<file path="src/rtl/div_half_precision.sv">
// Iterative binary16 divider: restoring mantissa division, one quotient bit per cycle,
// round-to-nearest-even, subnormals flushed, specials decoded at capture.
module div_half_precision (
  input  logic        i_Clk,
  input  logic        i_Reset,
  input  logic        i_Start,
  input  logic [15:0] i_Dividend,
  input  logic [15:0] i_Divisor,
  output logic [15:0] o_Quotient,
  output logic        o_Exception,
  output logic        o_Busy,
  output logic        o_Done
);

  localparam int unsigned EXP_W      = 5;
  localparam int unsigned FRAC_W     = 10;
  localparam int unsigned MANT_W     = 11;
  localparam int unsigned QUO_W      = 14;
  localparam int unsigned REM_W      = 12;
  localparam int unsigned EXPS_W     = 7;
  localparam int unsigned CNT_W      = 4;
  localparam int unsigned DIV_CYCLES = 14;

  localparam logic [15:0] QNAN = 16'h7E00;

  typedef enum logic [1:0] {IDLE, DIVIDE, FINAL} state_t;

  state_t                    state;
  logic [CNT_W-1:0]          cnt;
  logic [MANT_W-1:0]         divisor_m;
  logic [REM_W-1:0]          rem;
  logic [QUO_W-1:0]          quo;
  logic signed [EXPS_W-1:0]  exp_base;
  logic                      special;
  logic [15:0]               special_q;
  logic                      special_exc;
  logic                      res_sign;

  // Operand decode and special-case priority, evaluated on the live inputs
  logic [EXP_W-1:0]         ea, eb;
  logic [FRAC_W-1:0]        fa, fb;
  logic                     sgn_c;
  logic                     a_zero, b_zero, a_inf, b_inf, a_nan, b_nan;
  logic                     spec_c, spec_exc_c;
  logic [15:0]              spec_q_c;
  logic signed [EXPS_W-1:0] exp_base_c;

  always_comb begin
    ea         = i_Dividend[14:10];
    eb         = i_Divisor[14:10];
    fa         = i_Dividend[9:0];
    fb         = i_Divisor[9:0];
    sgn_c      = i_Dividend[15] ^ i_Divisor[15];
    a_zero     = (ea == '0);
    b_zero     = (eb == '0);
    a_inf      = (ea == '1) && (fa == '0);
    b_inf      = (eb == '1) && (fb == '0);
    a_nan      = (ea == '1) && (fa != '0);
    b_nan      = (eb == '1) && (fb != '0);
    exp_base_c = $signed({2'b00, ea}) - $signed({2'b00, eb}) + 7'sd15;
    spec_c     = 1'b1;
    spec_exc_c = 1'b1;
    spec_q_c   = QNAN;
    if (a_nan || b_nan || (a_inf && b_inf) || (a_zero && b_zero)) begin
      spec_q_c = QNAN;
    end else if (a_inf || b_zero) begin
      spec_q_c = {sgn_c, 5'h1F, 10'h000};
    end else if (b_inf) begin
      spec_q_c = {sgn_c, 15'h0000};
    end else if (a_zero) begin
      spec_q_c   = {sgn_c, 15'h0000};
      spec_exc_c = 1'b0;
    end else begin
      spec_c = 1'b0;
    end
  end

  // One restoring step: subtract the divisor when the partial remainder allows it
  logic              ge;
  logic [MANT_W-1:0] rem_sel;

  always_comb begin
    ge      = (rem >= {1'b0, divisor_m});
    rem_sel = ge ? (rem[MANT_W-1:0] - divisor_m) : rem[MANT_W-1:0];
  end

  // Normalise, round to nearest even, and range-check the finished quotient
  logic [MANT_W-1:0]        mant_raw, mant_f;
  logic [MANT_W:0]          mant_r;
  logic                     guard, sticky, round_up;
  logic signed [EXPS_W-1:0] exp_n, exp_f;
  logic [15:0]              res_q;
  logic                     res_exc;

  always_comb begin
    mant_raw = quo[13] ? quo[13:3] : quo[12:2];
    guard    = quo[13] ? quo[2] : quo[1];
    sticky   = (quo[13] ? (|quo[1:0]) : quo[0]) | (rem != '0);
    exp_n    = quo[13] ? exp_base : (exp_base - 7'sd1);
    round_up = guard & (sticky | mant_raw[0]);
    mant_r   = {1'b0, mant_raw} + (MANT_W+1)'(round_up);
    mant_f   = mant_r[MANT_W] ? mant_r[MANT_W:1] : mant_r[MANT_W-1:0];
    exp_f    = exp_n + (mant_r[MANT_W] ? 7'sd1 : 7'sd0);
    res_q    = {res_sign, exp_f[4:0], mant_f[9:0]};
    res_exc  = 1'b0;
    if (exp_f >= 7'sd31) begin
      res_q   = {res_sign, 5'h1F, 10'h000};
      res_exc = 1'b1;
    end else if (exp_f <= 7'sd0) begin
      res_q   = {res_sign, 15'h0000};
      res_exc = 1'b1;
    end
  end

  // Control FSM and datapath registers
  always_ff @(posedge i_Clk) begin
    if (i_Reset) begin
      state       <= IDLE;
      cnt         <= '0;
      divisor_m   <= '0;
      rem         <= '0;
      quo         <= '0;
      exp_base    <= '0;
      special     <= 1'b0;
      special_q   <= '0;
      special_exc <= 1'b0;
      res_sign    <= 1'b0;
      o_Quotient  <= '0;
      o_Exception <= 1'b0;
      o_Busy      <= 1'b0;
      o_Done      <= 1'b0;
    end else begin
      o_Done <= 1'b0;
      case (state)
        IDLE: begin
          if (i_Start) begin
            divisor_m   <= {1'b1, fb};
            rem         <= REM_W'({1'b1, fa});
            quo         <= '0;
            exp_base    <= exp_base_c;
            special     <= spec_c;
            special_q   <= spec_q_c;
            special_exc <= spec_exc_c;
            res_sign    <= sgn_c;
            cnt         <= '0;
            o_Busy      <= 1'b1;
            state       <= DIVIDE;
          end
        end
        DIVIDE: begin
          quo <= {quo[QUO_W-2:0], ge};
          rem <= {rem_sel, 1'b0};
          if (cnt == CNT_W'(DIV_CYCLES - 1)) begin
            state <= FINAL;
          end else begin
            cnt <= cnt + CNT_W'(1);
          end
        end
        FINAL: begin
          o_Quotient  <= special ? special_q : res_q;
          o_Exception <= special ? special_exc : res_exc;
          o_Done      <= 1'b1;
          o_Busy      <= 1'b0;
          state       <= IDLE;
        end
        default: state <= IDLE;
      endcase
    end
  end

endmodule

</file>
<file path="config.mk">
export PLATFORM = sky130hd
export DESIGN_NAME = div_half_precision
export DESIGN_NICKNAME = d
export VERILOG_FILES = /design/src/rtl/div_half_precision.sv
export SDC_FILE = /design/constraint.sdc
export NUM_CORES = 1
export LEC_CHECK = 0
export BUFFER_PORTS_ARGS = -buffer_cell sky130_fd_sc_hd__buf_4
export CAP_MARGIN = 20
export CORE_MARGIN = 8
export CORE_UTILIZATION = 50
export DETAILED_ROUTE_END_ITERATION = 16
export PLACE_DENSITY_LB_ADDON = 0.1
export SLEW_MARGIN = 20
export SYNTH_ARGS = -nofsm -noshare
export SYNTH_HDL_FRONTEND = slang
export SYNTH_SLANG_ARGS = --single-unit
</file>
<file path="constraint.sdc">
create_clock -name i_Clk -period 11.1 [get_ports i_Clk]
set_input_delay 1.665 -clock i_Clk [delete_from_list [all_inputs] [get_ports i_Clk]]
set_output_delay 1.665 -clock i_Clk [all_outputs]
set_load 0.01 [all_outputs]
</file>
=== Word level (Yosys, flattened, before mapping) ===
Index checks and enable logic that the tools add are counted.

* Bitwise operators: 4
* Equal/unequal tests: 8
* $add $sub $neg: 7
* $lt $le $gt $ge: 3
* Mux-type cells: 38
* Reduce and logical (&&, ||, !) cells: 26

{| class="wikitable"
|+ Operator list
! operator !! number
|-
| $mux W16 || 5
|-
| $mux W15 || 2
|-
| $pmux W14 S2 || 1
|-
| $pmux W12 S2 || 1
|-
| $mux W11 || 2
|-
| $logic_not A10 Y1 || 2
|-
| $reduce_bool A10 Y1 || 2
|-
| $mux W1 || 16
|-
| $mux W14 || 1
|-
| $add A11 B1 Y12 || 1
|-
| $ge A12 B11 Y1 || 1
|-
| $mux W12 || 1
|-
| $reduce_bool A12 Y1 || 1
|-
| $sub A11 B11 Y11 || 1
|-
| $eq A5 B5 Y1 const B || 2
|-
| $logic_not A5 Y1 || 2
|-
| $mux W10 || 1
|-
| $mux W4 || 2
|-
| $pmux W4 S2 || 1
|-
| $reduce_and A2 Y1 || 4
|-
| $add A6 B5 Y7 const B || 1
|-
| $add A7 B2 Y7 || 1
|-
| $ge A7 B6 Y1 const B || 1
|-
| $le A7 B1 Y1 const B || 1
|-
| 20 further kinds || 33
|}

* Logic and storage cells: 100
* Flip-flop bits (word level): 88
* Output and inout bits: 19

=== Logic depth before layout (Yosys ltp) ===
* Word-level depth: 12
* Depth in mapped cells: 13
* Gate-level depth less buffers: 12

=== Worst setup path after synthesis ===
No wires, ideal clock.

* Path kind: reg2reg
* Start point: register quo[5]
* End point: register o_Quotient[6]
* Clock period less this slack: 3.548 ns
* Cell stages (with the launch flop): 14
* Setup slack: 7.552 ns
* Buffers on the path: 1
* Arrival: 3.432 ns
* Required time: 10.983 ns
* Cells stage by stage: dfxtp_1 -> clkbuf_1 -> mux2_1 -> nand3_1 -> or2_1 -> nor3_1 -> ha_1 -> inv_1 -> o41ai_4 -> mux2i_1 -> a21oi_1 -> o31a_1 -> and4b_4 -> a22o_1

* Longest elaborated chain between the ends: 8
* Elaborated cells between the ends (all ways): 10

{| class="wikitable"
|+ RTL lines
! element !! RTL line !! source
|-
| start: declaration || 32 || <nowiki>logic [QUO_W-1:0] quo;</nowiki>
|-
| start signal: assignment || 151 || <nowiki>quo <= {quo[QUO_W-2:0], ge};</nowiki>
|-
| $mux W11 (*) || 96 || <nowiki>mant_raw = quo[13] ? quo[13:3] : quo[12:2];</nowiki>
|-
| $add A11 B1 Y12 (*) || 101 || <nowiki>mant_r = {1'b0, mant_raw} + (MANT_W+1)'(round_up);</nowiki>
|-
| $mux W1 || 103 || <nowiki>exp_f = exp_n + (mant_r[MANT_W] ? 7'sd1 : 7'sd0);</nowiki>
|-
| $add A7 B2 Y7 || 103 ||
|-
| $le A7 B1 Y1 || 109 || <nowiki>end else if (exp_f <= 7'sd0) begin</nowiki>
|-
| $mux W15 || 109 ||
|-
| $mux W15 (*) || 106 || <nowiki>if (exp_f >= 7'sd31) begin</nowiki>
|-
| $mux W16 (*) || 160 || <nowiki>o_Quotient <= special ? special_q : res_q;</nowiki>
|-
| end signal: assignment || 160 ||
|-
| end: declaration || 9 || <nowiki>output logic [15:0] o_Quotient,</nowiki>
|}

Every way passes the cells marked *; elsewhere a longest branch is shown, timed or not.
A chain may end at the register's enable or synchronous reset.

=== Final worst setup path ===
* Start point: register quo[13]
* End point: register o_Quotient[1]

* Longest elaborated chain between the ends: 11
* Elaborated cells between the ends (all ways): 16

{| class="wikitable"
|+ RTL lines
! element !! RTL line !! source
|-
| $mux W1 || 98 || <nowiki>sticky = (quo[13] ? (|quo[1:0]) : quo[0]) | (rem != '0);</nowiki>
|-
| $or A1 B1 Y1 || 98 ||
|-
| $or A1 B1 Y1 || 100 || <nowiki>round_up = guard & (sticky | mant_raw[0]);</nowiki>
|-
| $and A1 B1 Y1 || 100 ||
|-
| $add A11 B1 Y12 || 101 ||
|-
| $mux W1 || 103 ||
|-
| $add A7 B2 Y7 || 103 ||
|-
| $le A7 B1 Y1 || 109 ||
|-
| $mux W15 || 109 ||
|-
| $mux W15 (*) || 106 ||
|-
| $mux W16 (*) || 160 ||
|}

Marks and branches as above.

==> flow_summary.yaml <==
status:
  status: "finished clean"
clock_network:
  cts.clk_slew.worst_paths_ns: 0.08
  cts_setup_buffers: 0
  cts_sinks: 75
  clk_path_buf_depth: 2
  postCtsResizedCells: 0
  cts.htree.levels: 3
  cts_inserted_buffers: 9
  insertion_delay_ns: 0.35
  cts.hold.buffers_added: 0
  cts_tree: "yes"
  ctsRootBufferMaster: "clkbuf_8"
final_layout:
  drive_gt1_share_pct: 14.5
  fillers: 887
  stdcell_count: 717
  nets: 661
  ff_latch_area_um2: 1500
  multi_input_area_um2: 2930
  n_antenna_cell: 0
  syn2layout_area_growth_pct: 13.9
placement:
  gp_congestion: 0.880
  placed_cells: 701
  place_ws_ns: 6.92
  dp_hpwl_mm: 8.54
  port_buffers: 53
drt:
  drc: 0
  wire_per_inst_um: 16.0
  firstDrtPassIters: 4
  vias_per_cell: 5.80
  postRouteAntennaNets: 0
  vias: 4159
  drtIter0Drc: 178
  routed_wl_mm: 11.5
sta:
  timing.final.crit_share_pct: 38.0
  layout_setup_ws_ns: 6.88
  fmax_ghz: 0.237
  tightest_slew_ns: 1.04
  max_slew_margin_pct: 30.9
  finalClockSkew_ns: 0.0115
  rsz0062_at_grt: "no"
  fin_crit_ns: 4.22
  setup_viol_count_final: 0
  hold_viol: 0
  tns_ns: 0
  maxSlewViolCount: 0
pwr:
  powerDensity_nw_per_um2: 142
  p_leak_nw: 2.07
  peakVddDrop_v: 0.0000797
  p_total_w: 0.000752
grt:
  grt_max_degree: 53
  grt_pass1_wl_mm: 19.5
  grt_overflow: 0
  grt_usage_pct: 18.5
  antenna_found_initial: 0
  grt_pass1_vias: 4066
synthesis:
  synth_xor_area_share_pct: 5.83
  synthTopCellsByArea: "dfxtp_1 (32%), ha_1 (6.2%), nand2_1 (4.9%)"
  synthAdderAreaFrac_pct: 7.03
  synthCells: 568
  syn_area_per_cell_um2: 8.21
  synth_edf_count: 0
  yosys_warnings: 0
  netlist-cell-type-count: 62
  syn-cell-area_um2: 4660
  synth_top_cell_by_area: "dfxtp_1"
  synth_flop_cell: "dfxtp_1"
  synthMuxAreaShare_pct: 5.83
  synth-compound-area-share_pct: 23.0
  ys_seq_area_share_pct: 32.2
  synthArstFlopShare_pct: 0
  yosys.area.top_type_share_pct: 32.2
  synth_top_family_by_area: "compound AO/OA/AOI/OAI gates"
  synth_seq_cells: 75
  syn_nets: 628
  synth-simple-area-share_pct: 21.1
worst_setup_path:
  worst-path-buf-inv: 1
  slowest_stage: "nor3_1"
  cp.arrival_ns: 4.49
  critPathMaxFanout: 14
  path_cells: "mux2_1, nand3_1, or2_1, nor3_1, ha_1, inv_1, o41ai_4, mux2_2, a32oi_1, o31a_1, nand3_1, o21ai_1"
  setup.worst_path.start_class: "register"
  cp-end-kind: "register"
  cpMostUsedCell: "nand3_1"
  crit_required_ns: 11.37
  cp_top_family: "simple AND/OR/NAND/NOR gates"
  max_stage_delay_ns: 0.65
  path_class: "reg2reg"
floorplanning:
  die_area_um2: 12700
  io_pins: 54
  die_x_um: 113
  die_height_um: 113
  start_util_pct: 50.9
  core-area_um2: 9150
  placementRows: 35
hold_path:
  worst_hold_path_type: "reg2reg"
job:
  drv_cap: 0
[sequential cells by signal (all words and copies together) (netlist names), 2 cells and up]
name	count
special_q	3
state	2
exp_base	7
quo	14
o_Quotient	16
divisor_m	11
rem	12
cnt	4
[cells in the mapped netlist, drive strengths merged, types with 2 or more instances]
master	n
a21o	5
xnor2	19
a22o	17
o22ai	10
o21a	4
o211ai	3
inv	27
clkbuf	25
xor2	12
mux2	7
nor2b	9
ha	23
nand3b	4
fa	2
mux2i	18
a211oi	22
or2	4
and3	4
nor3b	7
nor3	14
o2111ai	2
or4	4
nand3	10
dfxtp	75
nor4	8
and2	3
a211o	2
nand2b	10
and4b	2
o21ai	23
nand2	61
a31oi	5
a21oi	44
a21boi	4
nand4	7
nor2	46
o31ai	4
buf	7
a22oi	3
[cell usage in the layout (no fill, tap or decap), types with 9 or more instances in the layout]
cell type and count:
a211oi_1 22, a21oi_1 43, a22o_1 17, buf_4 54, clkbuf_8 11, dfxtp_1 75
ha_1 23, inv_1 27, mux2i_1 17, nand2_1 61, nand2b_1 10, nand3_1 10
nor2_1 45, nor2b_1 9, nor3_1 14, o21ai_0 14, o21ai_1 9, o22ai_1 10
xnor2_1 19, xor2_1 12
[path summary, 6_finish.rpt]
check                     start       endpoint  slack [ns]  depth (start not counted)
setup / recovery        quo[13]  o_Quotient[1]        6.88                         12
hold / removal    o_Quotient[3]  o_Quotient[3]        0.45                          2
setup reg to reg        quo[13]  o_Quotient[1]        6.88                         12
hold reg to reg   o_Quotient[3]  o_Quotient[3]        0.45                          2
[tightest hold or removal path: cells and delay by family, from the launching register on]
| kind | cells | cell delay (ns) |
|---|---|---|
| compound gates | 1 | 0.05 |
| simple gates | 1 | 0.05 |
| flops | 1 | 0.32 |
[metrics by stage]
stage / hold slack (ns) / utilization, % / cell area, um^2
2_1_floorplan: 0.436 / - / 4660
3_3_place_gp: 0.440 / 55.5 / 5080
3_5_place_dp: 0.443 / 55.5 / 5080
4_1_cts: 0.454 / 57.9 / 5300
5_1_grt: 0.473 / 58.0 / 5310
6_report: 0.450 / 58.0 / 5310
[layout make-up]
class	count	share of cell area, %
inverters	27	1.91
multi-input cells	434	55.2
flip-flops and latches	75	28.3
clock buffers	12	2.92
repair buffers	54	7.64
clock inverters	4	1.37
well taps	111	2.62
[power by group]
group	switching (W)	internal (W)	total [W]
Combinational	0.000115	0.0000957	0.000211
Sequential	0.0000171	0.000283	0.000300
Clock	0.000102	0.000139	0.000241
Total	0.000235	0.000518	0.000752
[logic make-up (layout without fill, tap and decap cells)]
family | after synthesis | after routing
compound gates | 157 | 157
xor+xnor | 31 | 31
fa+ha+maj | 25 | 25
buf+inv | 59 | 97
flops | 75 | 75
mux | 25 | 25
simple gates | 196 | 196
[layer usage]
layer	track usage, %	vias up	wire length [um]
li1	-	2109	-
met1	23.6	1932	5440
met2	29.9	97	5280
met3	3.76	21	527
met4	6.92	0	247
met5	0	-	0
(Power assumes the default switching activity.)
